===== config.mk =====
export PLATFORM = sky130hd
export DESIGN_NAME = alu_arbiter
export DESIGN_NICKNAME = d
export VERILOG_FILES = /design/src/rtl/alu_arbiter.sv
export SDC_FILE = /design/constraint.sdc
export NUM_CORES = 1
export LEC_CHECK = 0
export CAP_MARGIN = 20
export CORE_MARGIN = 1.5
export CORE_UTILIZATION = 24
export DETAILED_ROUTE_END_ITERATION = 8
export RECOVER_POWER = 50
export SLEW_MARGIN = 15
export SYNTH_ARGS = -nofsm -noshare
export SYNTH_HDL_FRONTEND = slang
export SYNTH_SLANG_ARGS = --single-unit

===== constraint.sdc =====
create_clock -name i_clk -period 3 [get_ports i_clk]
set_input_delay 0.3 -clock i_clk [delete_from_list [all_inputs] [get_ports i_clk]]
set_output_delay 0.3 -clock i_clk [all_outputs]
set_load 0.005 [all_outputs]

===== src/rtl/alu_arbiter.sv =====
// alu_arbiter: two requesters share one add/nand ALU through a round-robin grant.
// Each requester's result is held in its own slot until that requester accepts it.
// Define ALU_ARB_STATS_EN to add grant and conflict statistics counters.
module alu_arbiter #(
  parameter int unsigned p_WORD_LEN = 16,
  parameter int unsigned p_CNT_LEN  = 16
) (
  input  logic                  i_clk,
  input  logic                  i_rst,
  input  logic                  i_req0_valid,
  output logic                  o_req0_ready,
  input  logic                  i_req0_op,
  input  logic [p_WORD_LEN-1:0] i_req0_a,
  input  logic [p_WORD_LEN-1:0] i_req0_b,
  output logic                  o_rsp0_valid,
  input  logic                  i_rsp0_ready,
  output logic [p_WORD_LEN-1:0] o_rsp0_out,
  output logic                  o_rsp0_eq,
  input  logic                  i_req1_valid,
  output logic                  o_req1_ready,
  input  logic                  i_req1_op,
  input  logic [p_WORD_LEN-1:0] i_req1_a,
  input  logic [p_WORD_LEN-1:0] i_req1_b,
  output logic                  o_rsp1_valid,
  input  logic                  i_rsp1_ready,
  output logic [p_WORD_LEN-1:0] o_rsp1_out,
  output logic                  o_rsp1_eq
`ifdef ALU_ARB_STATS_EN
  ,
  output logic [p_CNT_LEN-1:0]  o_gnt0_cnt,
  output logic [p_CNT_LEN-1:0]  o_gnt1_cnt,
  output logic [p_CNT_LEN-1:0]  o_conflict_cnt
`endif
);

  typedef struct packed {
    logic                  op;
    logic [p_WORD_LEN-1:0] a;
    logic [p_WORD_LEN-1:0] b;
  } alu_req_t;

  typedef struct packed {
    logic [p_WORD_LEN-1:0] out;
    logic                  eq;
  } alu_rsp_t;

  typedef enum logic {
    PTR_P0 = 1'b0,
    PTR_P1 = 1'b1
  } ptr_e;

  if (p_CNT_LEN < 1) begin : g_cnt_len_chk
    $error("p_CNT_LEN must be at least 1");
  end

  ptr_e                  r_ptr;
  ptr_e                  w_ptr_nxt;
  logic                  w_free0;
  logic                  w_free1;
  logic                  w_elig0;
  logic                  w_elig1;
  logic                  w_gnt0;
  logic                  w_gnt1;
  alu_req_t              w_req0;
  alu_req_t              w_req1;
  alu_req_t              w_alu_req;
  alu_rsp_t              w_alu_rsp;
  logic [p_WORD_LEN-1:0] w_sum;

  logic                  r_rsp0_valid;
  logic [p_WORD_LEN-1:0] r_rsp0_out;
  logic                  r_rsp0_eq;
  logic                  r_rsp1_valid;
  logic [p_WORD_LEN-1:0] r_rsp1_out;
  logic                  r_rsp1_eq;

  // Priority pointer register: names the port that wins a tie.
  always_ff @(posedge i_clk or posedge i_rst) begin
    if (i_rst) begin
      r_ptr <= PTR_P0;
    end else begin
      r_ptr <= w_ptr_nxt;
    end
  end

  // Eligibility, grant and next pointer; a slot draining this cycle can refill.
  always_comb begin
    w_free0   = 1'b0;
    w_free1   = 1'b0;
    w_elig0   = 1'b0;
    w_elig1   = 1'b0;
    w_gnt0    = 1'b0;
    w_gnt1    = 1'b0;
    w_ptr_nxt = r_ptr;

    w_free0 = !r_rsp0_valid || i_rsp0_ready;
    w_free1 = !r_rsp1_valid || i_rsp1_ready;
    w_elig0 = !i_rst && i_req0_valid && w_free0;
    w_elig1 = !i_rst && i_req1_valid && w_free1;
    w_gnt0  = w_elig0 && (!w_elig1 || (r_ptr == PTR_P0));
    w_gnt1  = w_elig1 && (!w_elig0 || (r_ptr == PTR_P1));

    if (w_gnt0) begin
      w_ptr_nxt = PTR_P1;
    end else if (w_gnt1) begin
      w_ptr_nxt = PTR_P0;
    end
  end

  assign o_req0_ready = w_gnt0;
  assign o_req1_ready = w_gnt1;

  assign w_req0 = '{op: i_req0_op, a: i_req0_a, b: i_req0_b};
  assign w_req1 = '{op: i_req1_op, a: i_req1_a, b: i_req1_b};

  // Shared ALU; port 0 feeds it when nobody is granted and the result is dropped.
  always_comb begin
    w_alu_req     = w_gnt1 ? w_req1 : w_req0;
    w_sum         = w_alu_req.a + w_alu_req.b;
    w_alu_rsp.out = w_alu_req.op ? ~(w_alu_req.a & w_alu_req.b) : w_sum;
    w_alu_rsp.eq  = (w_alu_req.a == w_alu_req.b);
  end

  // Port 0 response slot.
  always_ff @(posedge i_clk or posedge i_rst) begin
    if (i_rst) begin
      r_rsp0_valid <= 1'b0;
      r_rsp0_out   <= '0;
      r_rsp0_eq    <= 1'b0;
    end else if (w_gnt0) begin
      r_rsp0_valid <= 1'b1;
      r_rsp0_out   <= w_alu_rsp.out;
      r_rsp0_eq    <= w_alu_rsp.eq;
    end else if (i_rsp0_ready) begin
      r_rsp0_valid <= 1'b0;
    end
  end

  // Port 1 response slot.
  always_ff @(posedge i_clk or posedge i_rst) begin
    if (i_rst) begin
      r_rsp1_valid <= 1'b0;
      r_rsp1_out   <= '0;
      r_rsp1_eq    <= 1'b0;
    end else if (w_gnt1) begin
      r_rsp1_valid <= 1'b1;
      r_rsp1_out   <= w_alu_rsp.out;
      r_rsp1_eq    <= w_alu_rsp.eq;
    end else if (i_rsp1_ready) begin
      r_rsp1_valid <= 1'b0;
    end
  end

  assign o_rsp0_valid = r_rsp0_valid;
  assign o_rsp0_out   = r_rsp0_out;
  assign o_rsp0_eq    = r_rsp0_eq;
  assign o_rsp1_valid = r_rsp1_valid;
  assign o_rsp1_out   = r_rsp1_out;
  assign o_rsp1_eq    = r_rsp1_eq;

`ifdef ALU_ARB_STATS_EN
  logic [p_CNT_LEN-1:0] r_gnt0_cnt;
  logic [p_CNT_LEN-1:0] r_gnt1_cnt;
  logic [p_CNT_LEN-1:0] r_conflict_cnt;

  // Free-running wrap-around statistics.
  always_ff @(posedge i_clk or posedge i_rst) begin
    if (i_rst) begin
      r_gnt0_cnt     <= '0;
      r_gnt1_cnt     <= '0;
      r_conflict_cnt <= '0;
    end else begin
      if (w_gnt0) begin
        r_gnt0_cnt <= r_gnt0_cnt + p_CNT_LEN'(1);
      end
      if (w_gnt1) begin
        r_gnt1_cnt <= r_gnt1_cnt + p_CNT_LEN'(1);
      end
      if (w_elig0 && w_elig1) begin
        r_conflict_cnt <= r_conflict_cnt + p_CNT_LEN'(1);
      end
    end
  end

  assign o_gnt0_cnt     = r_gnt0_cnt;
  assign o_gnt1_cnt     = r_gnt1_cnt;
  assign o_conflict_cnt = r_conflict_cnt;
`endif

endmodule


==> results.cfg <==
[setup_path]
critPathLaunchType = primary input
cp_top_family = buffers and inverters
path_max_fanout = 6
worst_path_max_delay_cell = clkdlybuf4s50_1
cp.arrival_ns = 3.07
cp_data_required_time_ns = 3.15
worstSetupEndpointType = flip-flop
critPathBufInv = 6
cp_cell_sequence = clkdlybuf4s50_1, clkinvlp_4, and3_4, o21ai_4, inv_4, buf_4, buf_4, nand2_1, nand2_1, ha_4, nand2_1, buf_4, a211oi_4, a21oi_1, xor2_1, o211ai_1
worstSetupPathType = in2reg
cp_slowest_stage_delay_ns = 0.51

[status]
status = completed

[placed_design]
port_buffers = 109
placed_cell_area_mm2 = 0.00469
pre_cts_ws_ns = -0.284
globalplace.congestion = 0.876
post-dp-hpwl_mm = 7.95

[grt]
grt_first_pass_wirelength_mm = 15.8
antenna_found_initial = 0
grtUsageTotal_pct = 15.7
grt_max_degree = 35
grt_overflow = 0
grt_pass1_vias = 3213

[timing]
timing.fmax_mhz = 343
relSlewSlack_pct = 71.5
setup_ws_ns = 0.0815
final.min_clock_period_ns = 2.92
skew_ns = 0.00477
rsz0062_at_grt = yes
tightest_slew_ns = 0.428
setup_viol = 0
finalHoldViolCount = 0
finalCritPeriodShare_pct = 97.3
drv_slew = 0
whs_ns = 0.488

[routing]
dr.pass1.iters = 4
first_iter_violations = 121
wire_per_inst_um = 14.0
drcViolationCount = 0
vias_per_cell = 4.59
dr_total_vias = 3137
ant_nets = 0
totalWireLength_mm = 9.60

[clock_tree]
clockBufferDepth = 2
cts_max_level = 2
cts.sinks = 37
cts-root-buf = clkbuf_16
cts-buffers-inserted = 5
clk_pin_slew_worst_paths_ns = 0.06
insertion_delay_ns = 0.28
cts_tree = done

[die]
die_h_um = 111
core-area_mm2 = 0.0114
die_w_um = 111
start_util_pct = 24.6
boundaryPins = 110
dieArea_mm2 = 0.0123
num_rows = 39

[synth]
ys_types = 44
synth_top_flop_cell = dfrtp_1
synth_seq_cells = 37
synth-warning-count = 0
synthCells = 371
avgSynthCellArea_um2 = 7.54
synth_area_mm2 = 0.00280
synth-edff-count = 0
syn-num-nets = 460
async_flop_share_pct = 100
synth_seq_area_share_pct = 33.1

[power_and_ir_drop]
fin_total_pwr_mw = 2.57
power_density_mw_per_mm2 = 516
power.leakage_nw = 2.15
max-vdd-ir-drop_uv = 269

[cells_and_area]
diodes = 0
drive_above_1_share_pct = 23.3
postLayoutCoreUtil_pct = 43.7
nNetsFinal = 628
final_cell_area_mm2 = 0.00497
area_growth_pct = 77.8

[job]
maxCapViolCount = 0

[min_path]
hp-class = reg2reg
==> metrics by stage <==
step | instances | setup TNS [ns]
floorplan | 371 | -3.12
global placement | 674 | -3.35
detailed placement | 674 | -3.96
CTS | 682 | 0
global route | 683 | -0.221
finish | 683 | 0
==> cells in the final DEF, fill, tap and decap left out, types with 6 or more instances in the layout <==
master	netlist	final
clkdlybuf4s50_1	0	109
ha_4	0	10
or3_1	6	6
buf_4	0	67
o21ai_1	9	17
nor2_1	12	11
a21oi_2	0	6
nor3b_1	7	7
o211ai_1	9	9
o21ai_0	31	22
nand2_1	128	126
ha_1	17	6
a21oi_1	27	19
dfrtp_1	37	37
==> state kept, by name, summed over array words and instances, names as in the netlist <==
signal and cells:
o_rsp0_eq 1, o_rsp0_out 16, o_rsp0_valid 1, o_rsp1_eq 1, o_rsp1_out 16, o_rsp1_valid 1
r_ptr 1
==> power breakdown <==
part	total, mW	switching [mW]	internal, mW
logic	1.33	0.557	0.773
registers	0.737	0.0960	0.641
clock network	0.500	0.192	0.308
total	2.57	0.845	1.72
==> worst min-delay path, stage by stage, from the launching register on <==
cell     delay [ns]
dfrtp_1        0.34
nand2_1        0.05
o21ai_0        0.06
==> logic make-up after synthesis <==
logic type | after synthesis | synth area share, %
and+or+nand+nor | 175 | 26.9
buffers and inverters | 25 | 3.71
DFF | 37 | 33.1
muxes | 11 | 5.06
adders and majority gates | 17 | 7.61
AOI/OAI and AO/OA | 92 | 19.2
xor gates and xnor gates | 14 | 4.38
==> layer usage <==
metal / share of wire [%] / GRT usage, % / wire [um]
met1: 49 / 21.5 / 4720
met2: 46 / 26.1 / 4400
met3: 3.5 / 1.64 / 340
met4: 1.4 / 5.04 / 138
met5: 0 / 0 / 0
==> final cells by class <==
class	instances	area [um^2]
fillers	1120	6400
multi-input cells	309	2050
repair buffers	179	1640
flip-flops and latches	37	926
well taps	143	179
clock buffers	7	133
inverters	7	32.5
clock inverters	1	7.51
==> synth_stat cells (2+ instances only) <==
library cell  number  area share (%)
o21ai_1            9             1.6
nor3b_1            7             1.9
mux2i_1            4             1.4
mux2_2             3             1.2
o21ai_0           31             5.5
ha_1              17             7.6
nand2_1          128              17
a31oi_1            2            0.45
a41oi_1            2            0.63
nor4_1             4            0.89
o211ai_1           9             2.4
dfrtp_1           37              33
xnor2_1           10             3.1
nor2_1            12             1.6
a21oi_1           27             4.8
clkbuf_1           9             1.2
nand3_1            5            0.89
nor3_1             2            0.36
or3_1              6             1.3
xor2_1             4             1.3
buf_2              8             1.4
inv_1              7            0.94
nand4_1            3            0.67
nand2b_1           2            0.45
mux2_4             3             1.6
a22o_1             2            0.63
==> worst paths after layout <==
check                      cells after the start                     start  slack [ns]                    endpoint
setup / recovery                              16                     i_rst        0.08  o_rsp1_out[10]$_DFFE_PP0N_
hold / removal                                 2     o_rsp0_eq$_DFFE_PP0P_        0.49       o_rsp0_eq$_DFFE_PP0P_
setup reg to reg                              15  o_rsp0_valid$_DFFE_PP0P_        0.24  o_rsp1_out[10]$_DFFE_PP0N_
hold reg to reg                                2     o_rsp0_eq$_DFFE_PP0P_        0.49       o_rsp0_eq$_DFFE_PP0P_
max in group asynchronous                      3                     i_rst        2.13  o_rsp0_out[12]$_DFFE_PP0P_
min in group asynchronous                      4                     i_rst        0.50    o_rsp1_valid$_DFFE_PP0P_
==> timing repair <==
action,4_1_cts,5_1_grt
buffers inserted,0,1
hold buffers,0,0
resized for setup,0,25
endpoints found under the setup margin,0,22
(Power assumes the default switching activity.)
